**config.mk**
```make
export PLATFORM = sky130hd
export DESIGN_NAME = mem_access_ctrl
export DESIGN_NICKNAME = d
export VERILOG_FILES = /design/src/rtl/mem_access_ctrl.sv
export SDC_FILE = /design/constraint.sdc
export NUM_CORES = 1
export LEC_CHECK = 0
export CELL_PAD_IN_SITES_DETAIL_PLACEMENT = 2
export CELL_PAD_IN_SITES_GLOBAL_PLACEMENT = 2
export CORE_MARGIN = 10
export CORE_UTILIZATION = 20
export DETAILED_ROUTE_END_ITERATION = 8
export PLACE_DENSITY = 0.93
export SETUP_SLACK_MARGIN = 0.02
export SYNTH_ARGS = -nofsm -noshare
export SYNTH_HDL_FRONTEND = slang
export SYNTH_SLANG_ARGS = --single-unit
```
**constraint.sdc**
```tcl
create_clock -name clk -period 4.7 [get_ports clk]
set_clock_uncertainty 0.2 [all_clocks]
set_input_delay 1.175 -clock clk [delete_from_list [all_inputs] [get_ports clk]]
set_output_delay 1.175 -clock clk [all_outputs]
set_load 0.01 [all_outputs]
```
**src/rtl/mem_access_ctrl.sv**
```systemverilog
// Unified-memory initiator: alternates instruction fetch and load/store over one byte-memory port.
// Optional MEM_PERF_CNT_EN adds fetch/load/store/error event counters.
module mem_access_ctrl #(
   parameter int unsigned ADDR_W = 8,
   parameter logic [31:0] NOP    = 32'h00000013
) (
   input  logic        clk,
   input  logic        rst_n,
   input  logic        if_req,
   input  logic [31:0] if_addr,
   output logic        if_valid,
   output logic [31:0] if_instr,
   input  logic        if_ready,
   input  logic        d_req_valid,
   output logic        d_req_ready,
   input  logic        d_we,
   input  logic [1:0]  d_size,
   input  logic        d_unsigned,
   input  logic [31:0] d_addr,
   input  logic [31:0] d_wdata,
   output logic        d_rsp_valid,
   output logic [31:0] d_rsp_data,
   output logic        d_err,
   output logic        mem_tick_tock,
   output logic [31:0] mem_addr,
   output logic        mem_read,
   output logic        mem_write,
   output logic        mem_half,
   output logic        mem_byte,
   output logic [31:0] mem_wdata,
   input  logic [31:0] mem_rdata
`ifdef MEM_PERF_CNT_EN
   ,
   output logic [31:0] cnt_fetch,
   output logic [31:0] cnt_load,
   output logic [31:0] cnt_store,
   output logic [31:0] cnt_err
`endif
);

   typedef enum logic {
      FETCH = 1'b0,
      DATA  = 1'b1
   } state_t;

   state_t      state, state_nxt;
   logic        fetch_fire_c;
   logic        data_fire_c;
   logic        misalign_c;
   logic        oor_c;
   logic        legal_c;
   logic [31:0] ext_data_c;

   // Legality of the pending data request
   always_comb begin
      misalign_c = ((d_size == 2'b01) && d_addr[0]) ||
                   (d_size[1] && (d_addr[1:0] != 2'b00));
      oor_c      = (d_addr >> ADDR_W) != 32'd0;
      legal_c    = !misalign_c && !oor_c;
   end

   // Load data extension; memory returns half/byte zero-extended
   always_comb begin
      case (d_size)
         2'b00:   ext_data_c = d_unsigned ? {24'd0, mem_rdata[7:0]}
                                          : {{24{mem_rdata[7]}}, mem_rdata[7:0]};
         2'b01:   ext_data_c = d_unsigned ? {16'd0, mem_rdata[15:0]}
                                          : {{16{mem_rdata[15]}}, mem_rdata[15:0]};
         default: ext_data_c = mem_rdata;
      endcase
   end

   always_ff @(posedge clk or negedge rst_n) begin
      if (!rst_n) state <= FETCH;
      else        state <= state_nxt;
   end

   // Next state and memory-port decode
   always_comb begin
      state_nxt     = state;
      fetch_fire_c  = 1'b0;
      data_fire_c   = 1'b0;
      d_req_ready   = 1'b0;
      mem_tick_tock = 1'b0;
      mem_addr      = if_addr;
      mem_read      = 1'b0;
      mem_write     = 1'b0;
      mem_half      = 1'b0;
      mem_byte      = 1'b0;
      mem_wdata     = 32'd0;
      case (state)
         FETCH: begin
            fetch_fire_c = if_req && !(if_valid && !if_ready);
            state_nxt    = d_req_valid ? DATA : FETCH;
         end
         DATA: begin
            mem_tick_tock = 1'b1;
            d_req_ready   = 1'b1;
            mem_addr      = d_addr;
            mem_wdata     = d_wdata;
            data_fire_c   = d_req_valid;
            if (d_req_valid && legal_c) begin
               mem_read  = !d_we;
               mem_write = d_we;
               mem_half  = (d_size == 2'b01);
               mem_byte  = (d_size == 2'b00);
            end
            state_nxt = FETCH;
         end
         default: state_nxt = FETCH;
      endcase
   end

   // Fetch holding register and one-cycle data response
   always_ff @(posedge clk or negedge rst_n) begin
      if (!rst_n) begin
         if_valid    <= 1'b0;
         if_instr    <= NOP;
         d_rsp_valid <= 1'b0;
         d_rsp_data  <= 32'd0;
         d_err       <= 1'b0;
      end else begin
         if (fetch_fire_c) begin
            if_instr <= mem_rdata;
            if_valid <= 1'b1;
         end else if (if_ready) begin
            if_valid <= 1'b0;
         end
         d_rsp_valid <= data_fire_c;
         d_err       <= data_fire_c && !legal_c;
         d_rsp_data  <= (data_fire_c && legal_c && !d_we) ? ext_data_c : 32'd0;
      end
   end

`ifdef MEM_PERF_CNT_EN
   always_ff @(posedge clk or negedge rst_n) begin
      if (!rst_n) begin
         cnt_fetch <= 32'd0;
         cnt_load  <= 32'd0;
         cnt_store <= 32'd0;
         cnt_err   <= 32'd0;
      end else begin
         if (fetch_fire_c)                     cnt_fetch <= cnt_fetch + 32'd1;
         if (data_fire_c && legal_c && !d_we)  cnt_load  <= cnt_load + 32'd1;
         if (data_fire_c && legal_c && d_we)   cnt_store <= cnt_store + 32'd1;
         if (data_fire_c && !legal_c)          cnt_err   <= cnt_err + 32'd1;
      end
   end
`endif

endmodule

```
* After elaboration in Yosys (flattened, before gate mapping)
Cells that the tools add are included.
** Cells by class
- Equal/unequal tests :: 1
- Multiplexer cells :: 21
- Reductions and logical operators :: 20
- Bitwise logic cells :: 1
** Operators with widths (number)
- 32-bit two-way mux :: 5
- 32-bit one-hot mux with 2 select lines :: 1
- 32-bit nonzero test :: 1
- 1-bit two-way mux :: 14
- 1-bit logical AND :: 9
- 1-bit logical NOT :: 6
- 2-bit nonzero test :: 2
- 2-bit by 1-bit equality test with 1-bit output, second input constant :: 1
- 2-bit logical NOT :: 1
- 1-bit one-hot mux with 2 select lines :: 1
- 1-bit logical OR :: 1
- 1-bit inverter :: 1
** Word-level totals
- Output and inout bits :: 137
- Logic and storage cells :: 49
- Register bits after elaboration :: 68
- Input port bits :: 137

* Depth between registers and ports, before layout
Gate-level depths: netlist of run 1.
- Depth after elaboration :: 8
- Depth in mapped cells :: 5

* Worst setup path before layout of run 1
No wires, ideal clock.
- Path type :: input port to output port
- Start point :: in d_addr[8]
- End point :: out mem_byte
- Stages on the path :: 4
- Buffers on the path :: 1
- Arrival :: 2277 ps
- Slack :: 1048 ps
- Path through :: nor4_4 nand4_4 buf_2 nor4_1
** Between the ends
- Cells in the longest elaborated chain, start to end :: 6
** Ends and longest elaborated chain
- start, declared :: RTL line 19 : input logic [31:0] d_addr,
- 32-bit nonzero test :: RTL line 58 : oor_c = (d_addr >> ADDR_W) != 32'd0;
- 1-bit logical NOT :: RTL line 59 : legal_c = !misalign_c && !oor_c;
- 1-bit logical AND :: RTL line 59
- 1-bit logical AND :: RTL line 102 : if (d_req_valid && legal_c) begin
- 1-bit two-way mux :: RTL line 102
- 1-bit two-way mux :: RTL line 91 : case (state)
- end, declared :: RTL line 29 : output logic mem_byte,
No other way between the ends.

* Worst setup path after layout of run 1
- Start point :: in d_addr[9]
- End point :: out mem_byte
The elaborated chain is that of the path after synthesis.

==> results.md, run 1 <==
- Outcome: complete, no violations
- Lkg Pwr: approximately 2.8 nW
- Half-perimeter wire length after placement: approximately 17 mm
- Total power divided by cell area: ~270 nW/um2
- Multi-input logic area: 1750 um2
- Number of buffers inserted during clock tree synthesis: 9
- Detail-routed net length per standard cell: roughly 24 um
- Final design utilization: between 30 and 40%
- Total via count after detailed routing: ~3600
- Fin. max-slew vios: 0
- Kind of start point of the critical path: input pin
- Post-synth EDFFs: 0
- Detailed Route WL: 19.6 mm
- CP peak stage delay: around 530 ps
- # port buffers: 273
- Syn nets: approximately 440
- Ys Warns: 0
- CP max stage cell: sky130_fd_sc_hd__clkdlybuf4s50_1
- Share of the clock period used by the worst path after layout: 98.1%
- Area growth syn-to-layout: 94.9%
- Crit-path cells: clkdlybuf4s50_1, nor4_4, nand4_4, nor4_4, buf_4, clkdlybuf4s50_1
- WP data required: 3320 ps
- Endpoint class of the critical path: primary output
- Dominant register cell in the synthesized netlist: sky130_fd_sc_hd__dfrtp_1
- Total of flip-flops plus latches after synthesis: between 60 and 70
- Residual antenna-violating net count after detailed routing: 0
- Routability congestion estimate: 0.926
- Worst setup slack after layout: about 90 ps
- Number of primary I/O pins: between 200 and 300
- Post-Synthesis Cell Area: 3630 um2
- Pin count of the biggest net entering global routing: 43
- Violation count after the first detailed-route iteration: about 160
- Count of mapped cells out of synthesis: 302
- Number of DRC violations after detailed routing: 0
- Unrepaired setup endpoints after global routing: false
- Register clock-pin slew on the reported worst setup and hold paths: approximately 60 ps
- Die area: 23900 um2
- Overall power of the completed layout: ~1.9 mW
- Worst min-delay path class: flop to flop
- Syn avg cell area: between 10 and 15 um2
- DIE HEIGHT: roughly 150 um
- Setup Crit Path Kind: input pin to primary output
- Tightest Pin Transition: 976 ps
- Total congestion overflow after global routing: 0
- Sequential element share of the synthesized area: between 40 and 50%
- Detailed-route vias per instance: 4.35
- Max Fanout on Critical Path: 6
- Num Clock Sinks: between 60 and 70
- Async set-or-reset flop fraction in the synthesized netlist: between 90% and 100%
- Area of all sequential standard cells: ~1700 um2
- Number of distinct library cells after synthesis: 28
- Max-cap violations: 0
- Clock insertion delay at the later pin of the skew report: around 320 ps
- Highest Clock Rate: 217 MHz
- Final Hold Violating Endpoints: 0
- Detailed-router iteration count before antenna repair: 4
- Final number of setup-violating endpoints: 0
- Vias in the first global route: roughly 4300
- CTS tree: done
- Worst IR Drop VDD: between 0.00015 and 0.0002 V
- Largest cells by area after synthesis: sky130_fd_sc_hd__dfrtp_1 (45%), sky130_fd_sc_hd__mux2_2 (20%), sky130_fd_sc_hd__and2_1 (5.5%)
- Standard cell core area: approximately 18000 um2
- Setup Slack @ Placement: -201 ps
- Area share of the largest cell type after synthesis: 44.8%
- Buffers from clock root to sink, at most: 2
- Library cell with the largest summed area after synthesis: sky130_fd_sc_hd__dfrtp_1
- First-pass GRT wire length: approximately 28 mm
- Clock Root Buffer: sky130_fd_sc_hd__clkbuf_16
- Number of filler instances in the final layout: roughly 1900
- Layout Nets: slightly above 700
- Share of layout cells above drive strength 1: 23.8%
- Number of levels in the clock H-tree: 3
- Horiz. Die Dim: 155 um
- Overall track demand over capacity in global routing: 15.6%
- Antenna violations before repair: 1
- Placement Rows: between 40 and 50
- Final critical path time including I/O delays and setup: around 4600 ps
- Worst path arrival time: between 3000 and 4000 ps
- Remaining max-slew budget at the tightest pin: about a third
- Starting Density: 20.3%
[kinds of logic after synthesis]
logic type             Yosys count  share of synthesized area [%]
AND/OR/NAND/NOR                 95                           21.2
flip-flops                      68                           47.0
multiplexers                    65                           20.2
buffers and inverters           46                           6.00
AO/OA/AOI/OAI                   28                           5.69
[stage by stage]
step / setup TNS (ps) / std cells / cell area (um2) / hold WS [ps]
after global routing: 0 / 822 / 7080 / 318
final: 0 / 823 / 7080 / 307
after detailed placement: -362 / 799 / 6660 / 296
after global placement: -167 / 799 / 6660 / 288
after CTS: -23.6 / 817 / 7010 / 308
after floorplan: 0 / 302 / 3630 / 343
[sequential cells by signal, summed over array words and instances (netlist names)]
register     cells
d_rsp_data      32
d_rsp_valid      1
if_instr        32
state            1
if_valid         1
d_err            1
[cell usage in the layout, fill, tap and decap left out, types with 3 or more instances in the layout]
master,instances
sky130_fd_sc_hd__a211o_1,16
sky130_fd_sc_hd__a21oi_1,8
sky130_fd_sc_hd__and2_1,32
sky130_fd_sc_hd__buf_4,27
sky130_fd_sc_hd__clkbuf_16,9
sky130_fd_sc_hd__clkdlybuf4s50_1,268
sky130_fd_sc_hd__dfrtp_1,64
sky130_fd_sc_hd__dfstp_2,3
sky130_fd_sc_hd__dlymetal6s2s_1,3
sky130_fd_sc_hd__inv_1,19
sky130_fd_sc_hd__mux2_2,65
sky130_fd_sc_hd__nand2_1,10
sky130_fd_sc_hd__nor4_1,20
sky130_fd_sc_hd__nor4_2,13
sky130_fd_sc_hd__nor4_4,8
[critical path, delay by kind of cell]
kind          cells  cell delay, ps
buf+inv           3            1170
simple gates      3             890
[synth_stat cells (6+ instances only)]
| cell | n |
|---|---|
| sky130_fd_sc_hd__a211o_1 | 16 |
| sky130_fd_sc_hd__a21oi_1 | 8 |
| sky130_fd_sc_hd__and2_1 | 32 |
| sky130_fd_sc_hd__buf_2 | 9 |
| sky130_fd_sc_hd__clkbuf_1 | 11 |
| sky130_fd_sc_hd__dfrtp_1 | 65 |
| sky130_fd_sc_hd__inv_1 | 19 |
| sky130_fd_sc_hd__mux2_2 | 65 |
| sky130_fd_sc_hd__nand2_1 | 11 |
| sky130_fd_sc_hd__nor4_1 | 23 |
| sky130_fd_sc_hd__nor4_2 | 12 |
| sky130_fd_sc_hd__nor4_4 | 6 |
[report_power, final]
| part | internal (mW) | switching [mW] | total (mW) |
|---|---|---|---|
| combinational | 0.347 | 0.220 | 0.568 |
| sequential | 0.646 | 0.0366 | 0.682 |
| clock | 0.438 | 0.241 | 0.679 |
[metal layers]
layer / up-vias / global-route usage, % / routed length, um
met2: 116 / 29.4 / 11100
met5: - / 0 / 0
li1: 1652 / - / -
met3: 18 / 5.27 / 1340
met4: 0 / 3.87 / 289
met1: 1795 / 16.2 / 6890
[what timing repair did]
item | in CTS | in global routing
buffers inserted | 2 | 5
setup endpoints to repair | 3 | 2
hold buffers | 0 | 0
resized for setup | 7 | 7
pin swaps | 3 | 5
[final cells by class]
cell class | instances | share of cell area (%)
Timing Repair Buffer | 301 | 41.7
Clock inverter | 4 | 0.672
Clock buffer | 12 | 3.62
Inverter | 20 | 1.06
Multi-Input combinational cell | 188 | 24.7
Antenna cell | 1 | 0.0354
Sequential cell | 68 | 24.1
Tap cell | 229 | 4.05
[final timing paths]
kind	end	slack, ps	cells after the start	from
worst max-delay path	mem_byte	90	6	d_addr[9]
min in group asynchronous	d_rsp_data[17]$_DFF_PN0_	790	1	rst_n
max in group asynchronous	if_instr[4]$_DFFE_PN1P_	2550	2	rst_n
worst max register to register	d_rsp_data[19]$_DFF_PN0_	2430	3	state$_DFF_PN0_
worst min register to register	if_instr[30]$_DFFE_PN0P_	310	1	if_instr[30]$_DFFE_PN0P_
worst min-delay path	if_instr[30]$_DFFE_PN0P_	310	1	if_instr[30]$_DFFE_PN0P_
Power figures use the tool's default switching activity.
==> inputs of run 2 (changes only) <==
Settings changed: CAP_MARGIN from default to 15, CORE_MARGIN 10 to default, CTS_CLUSTER_DIAMETER from default to 80.
==> run 2 against run 1 <==
Largest power group is now clock. Sequential share of layout area rose by 0.36 points. Worst hold slack improved by 2.0 ps. Global-route usage rose by 2.7 points. First-iteration DRC count fell by 59%. Via count rose by 0.31%. Die area fell by 22%.
==> results.md, run 2 (synthesis gave the netlist of run 1 again) <==
- Routability congestion estimate: 0.723 (was 0.926)
- Commonest non-fill, non-tap cell in the layout: sky130_fd_sc_hd__clkdlybuf4s50_1 (unchanged)
- Final design utilization: 39.8% (was 39.5%)
- Starting Density: 20.7% (was 20.3%)
- Residual antenna-violating net count after detailed routing: 0 (unchanged)
- Number of primary I/O pins: 274 (unchanged)
- Part of the total power dissipated in the clock network: 35.5% (was 35.2%)
- Sequential share of power: 35.4% (about the same)
- Worst IR Drop VDD: 0.000168 V (was 0.000189 V)
- Internal power summed over all cells: 1.43 mW (about the same)
- Die area: 18700 um2 (was 23900 um2)
- Highest Clock Rate: 217 MHz (about the same)
- Max Fanout on Critical Path: 4 (was 6)
- Relative contribution of combinational cells to total power: 29.1% (was 29.4%)
- Register clock-pin slew on the reported worst setup and hold paths: 50 ps (was 60 ps)
- Worst-case register-to-register setup slack: 2150 ps (was 2430 ps)
- Crit-path cells: clkdlybuf4s50_1, nor4_4, nand2_1, nor4_4, buf_4, clkdlybuf4s50_1 (was clkdlybuf4s50_1, nor4_4, nand4_4, nor4_4, buf_4, clkdlybuf4s50_1)
- Ant. Diodes: 0 (was 1)
- Standard cell core area: 17500 um2 (was 17900 um2)
- Unrepaired setup endpoints after global routing: true (was false)
- Horiz. Die Dim: 137 um (was 155 um)
- Detailed-route vias per instance: 4.44 (was 4.35)
- Violation count after the first detailed-route iteration: 68 (was 164)
- Outcome: complete, no violations (unchanged)
- Buffers from clock root to sink, at most: 2 (unchanged)
- CP max stage cell: sky130_fd_sc_hd__clkdlybuf4s50_1 (unchanged)
- Num Clock Sinks: 68 (unchanged)
- Total power divided by cell area: 277 nW/um2 (was 272 nW/um2)
- Detailed Route WL: 17.2 mm (was 19.6 mm)
- Vias in the first global route: 4186 (was 4261)
- Kind of start point of the critical path: input pin (unchanged)
- Max-cap violations: 0 (unchanged)
- Number of buffers inserted during clock tree synthesis: 9 (unchanged)
- Largest delay share family, worst path: buffers and inverters (unchanged)
- Setup TNS Final: 0 ps (unchanged)
- Area growth syn-to-layout: 92.0% (was 94.9%)
- First-pass GRT wire length: 25.2 mm (was 28.3 mm)
- Total congestion overflow after global routing: 0 (unchanged)
- Worst min-delay path class: flop to flop (unchanged)
- Antenna violations before repair: 0 (was 1)
- Tightest Pin Transition: 1070 ps (was 976 ps)
- Final critical path time including I/O delays and setup: 4610 ps (about the same)
- Lkg Pwr: 2.73 nW (was 2.82 nW)
- Leading cell types in the layout, fill and taps excluded: sky130_fd_sc_hd__clkdlybuf4s50_1 (271), sky130_fd_sc_hd__mux2_2 (65), sky130_fd_sc_hd__dfrtp_1 (64), sky130_fd_sc_hd__and2_1 (32), sky130_fd_sc_hd__nor4_1 (21) (was sky130_fd_sc_hd__clkdlybuf4s50_1 (268), sky130_fd_sc_hd__mux2_2 (65), sky130_fd_sc_hd__dfrtp_1 (64), sky130_fd_sc_hd__and2_1 (32), sky130_fd_sc_hd__buf_4 (27))
- WP data required: 3320 ps (about the same)
- # port buffers: 273 (unchanged)
- Overall track demand over capacity in global routing: 18.4% (was 15.6%)
- Detail-routed net length per standard cell: 21.3 um (was 23.9 um)
- Fin. max-slew vios: 0 (unchanged)
- Half-perimeter wire length after placement: 14.1 mm (was 16.6 mm)
- Number of DRC violations after detailed routing: 0 (unchanged)
- Clock insertion delay at the later pin of the skew report: 320 ps (about the same)
- Switching power share of the total: 26.0% (was 25.8%)
- Total via count after detailed routing: 3592 (was 3581)
- Share of the clock period used by the worst path after layout: 98.1% (about the same)
- Endpoint class of the critical path: primary output (unchanged)
- Number of levels in the clock H-tree: 3 (unchanged)
- Worst path arrival time: 3230 ps (about the same)
- Setup Crit Path Kind: input pin to primary output (unchanged)
- Buffers & Inverters on Critical Path: 3 (unchanged)
- Net switching power: 0.501 mW (was 0.498 mW)
- Pin count of the biggest net entering global routing: 48 (was 43)
- Final Hold Violating Endpoints: 0 (unchanged)
- DIE HEIGHT: 137 um (was 155 um)
- Clock Root Buffer: sky130_fd_sc_hd__clkbuf_16 (unchanged)
- CTS tree: done (unchanged)
- Placement Rows: 48 (was 49)
- Final number of setup-violating endpoints: 0 (unchanged)
- Remaining max-slew budget at the tightest pin: 28.9% (was 34.9%)
- Largest regs: d_rsp_data x32, if_instr x32 (unchanged)
- Layout Nets: 716 (was 725)
- Final worst hold slack: 309 ps (was 307 ps)
- Share of layout cells above drive strength 1: 22.1% (was 23.8%)
- Detailed-router iteration count before antenna repair: 4 (unchanged)
- CP peak stage delay: 550 ps (was 530 ps)
run 2: cell type report:
class                           instances  area, um2
Clock buffer                           12        256
Clock inverter                          4       47.5
Fill cell                            1819      10600
Inverter                               20       75.1
Multi-Input combinational cell        188       1730
Sequential cell                        68       1710
Tap cell                              225        282
Timing Repair Buffer                  292       2880
run 2: path summary, 6_finish.rpt:
check | endpoint | from | depth (start not counted)
worst max register to register | if_instr[30]$_DFFE_PN0P_ | state$_DFF_PN0_ | 3
worst min register to register | if_instr[16]$_DFFE_PN0P_ | if_instr[16]$_DFFE_PN0P_ | 1
worst min-delay path | if_instr[16]$_DFFE_PN0P_ | if_instr[16]$_DFFE_PN0P_ | 1
max in group asynchronous | state$_DFF_PN0_ | rst_n | 2
min in group asynchronous | if_instr[20]$_DFFE_PN0P_ | rst_n | 1
worst max-delay path | mem_byte | d_addr[10] | 6
run 2: stage by stage:
stage / cell area (um2) / power [mW] / std cells / setup WS (ps)
after floorplan: 3630 / 0.874 / 302 / 1050
after global placement: 6630 / 1.23 / 791 / -95.2
after detailed placement: 6630 / 1.26 / 791 / -178
after CTS: 6960 / 1.96 / 809 / 34.0
after global routing: 6970 / 2.02 / 809 / -15.9
final: 6970 / 1.93 / 809 / 91.2
run 2: what timing repair did:
item | CTS | global route
buffers inserted | 2 | 0
hold buffers | 0 | 0
pin swaps | 5 | 2
setup endpoints to repair | 3 | 4
cloned | 0 | 0
resized for setup | 3 | 3
run 2: worst reg2reg max path: cells and delay by family (launching register included):
| family | cells | cell delay, ps |
|---|---|---|
| simple gates | 1 | 730 |
| flops | 1 | 690 |
| buf+inv | 1 | 430 |
| mux | 1 | 390 |
run 2: per-layer routing:
metal / track usage, % / wire [um] / share of wire, % / vias up
met5: 0 / 0 / 0 / -
met4: 5.80 / 346 / 2.0 / 0
met3: 4.56 / 951 / 5.5 / 24
met2: 34.4 / 9580 / 56 / 124
met1: 20.0 / 6370 / 37 / 1815
li1: - / - / - / 1629
run 2: power groups by stage:
stage | clock, mW | sequential (mW) | combinational [mW]
3_5_place_dp | 0 | 0.693 | 0.566
2_1_floorplan | 0 | 0.709 | 0.166
3_3_place_gp | 0 | 0.684 | 0.542
5_1_grt | 0.732 | 0.691 | 0.598
4_1_cts | 0.708 | 0.684 | 0.572
6_report | 0.685 | 0.684 | 0.562
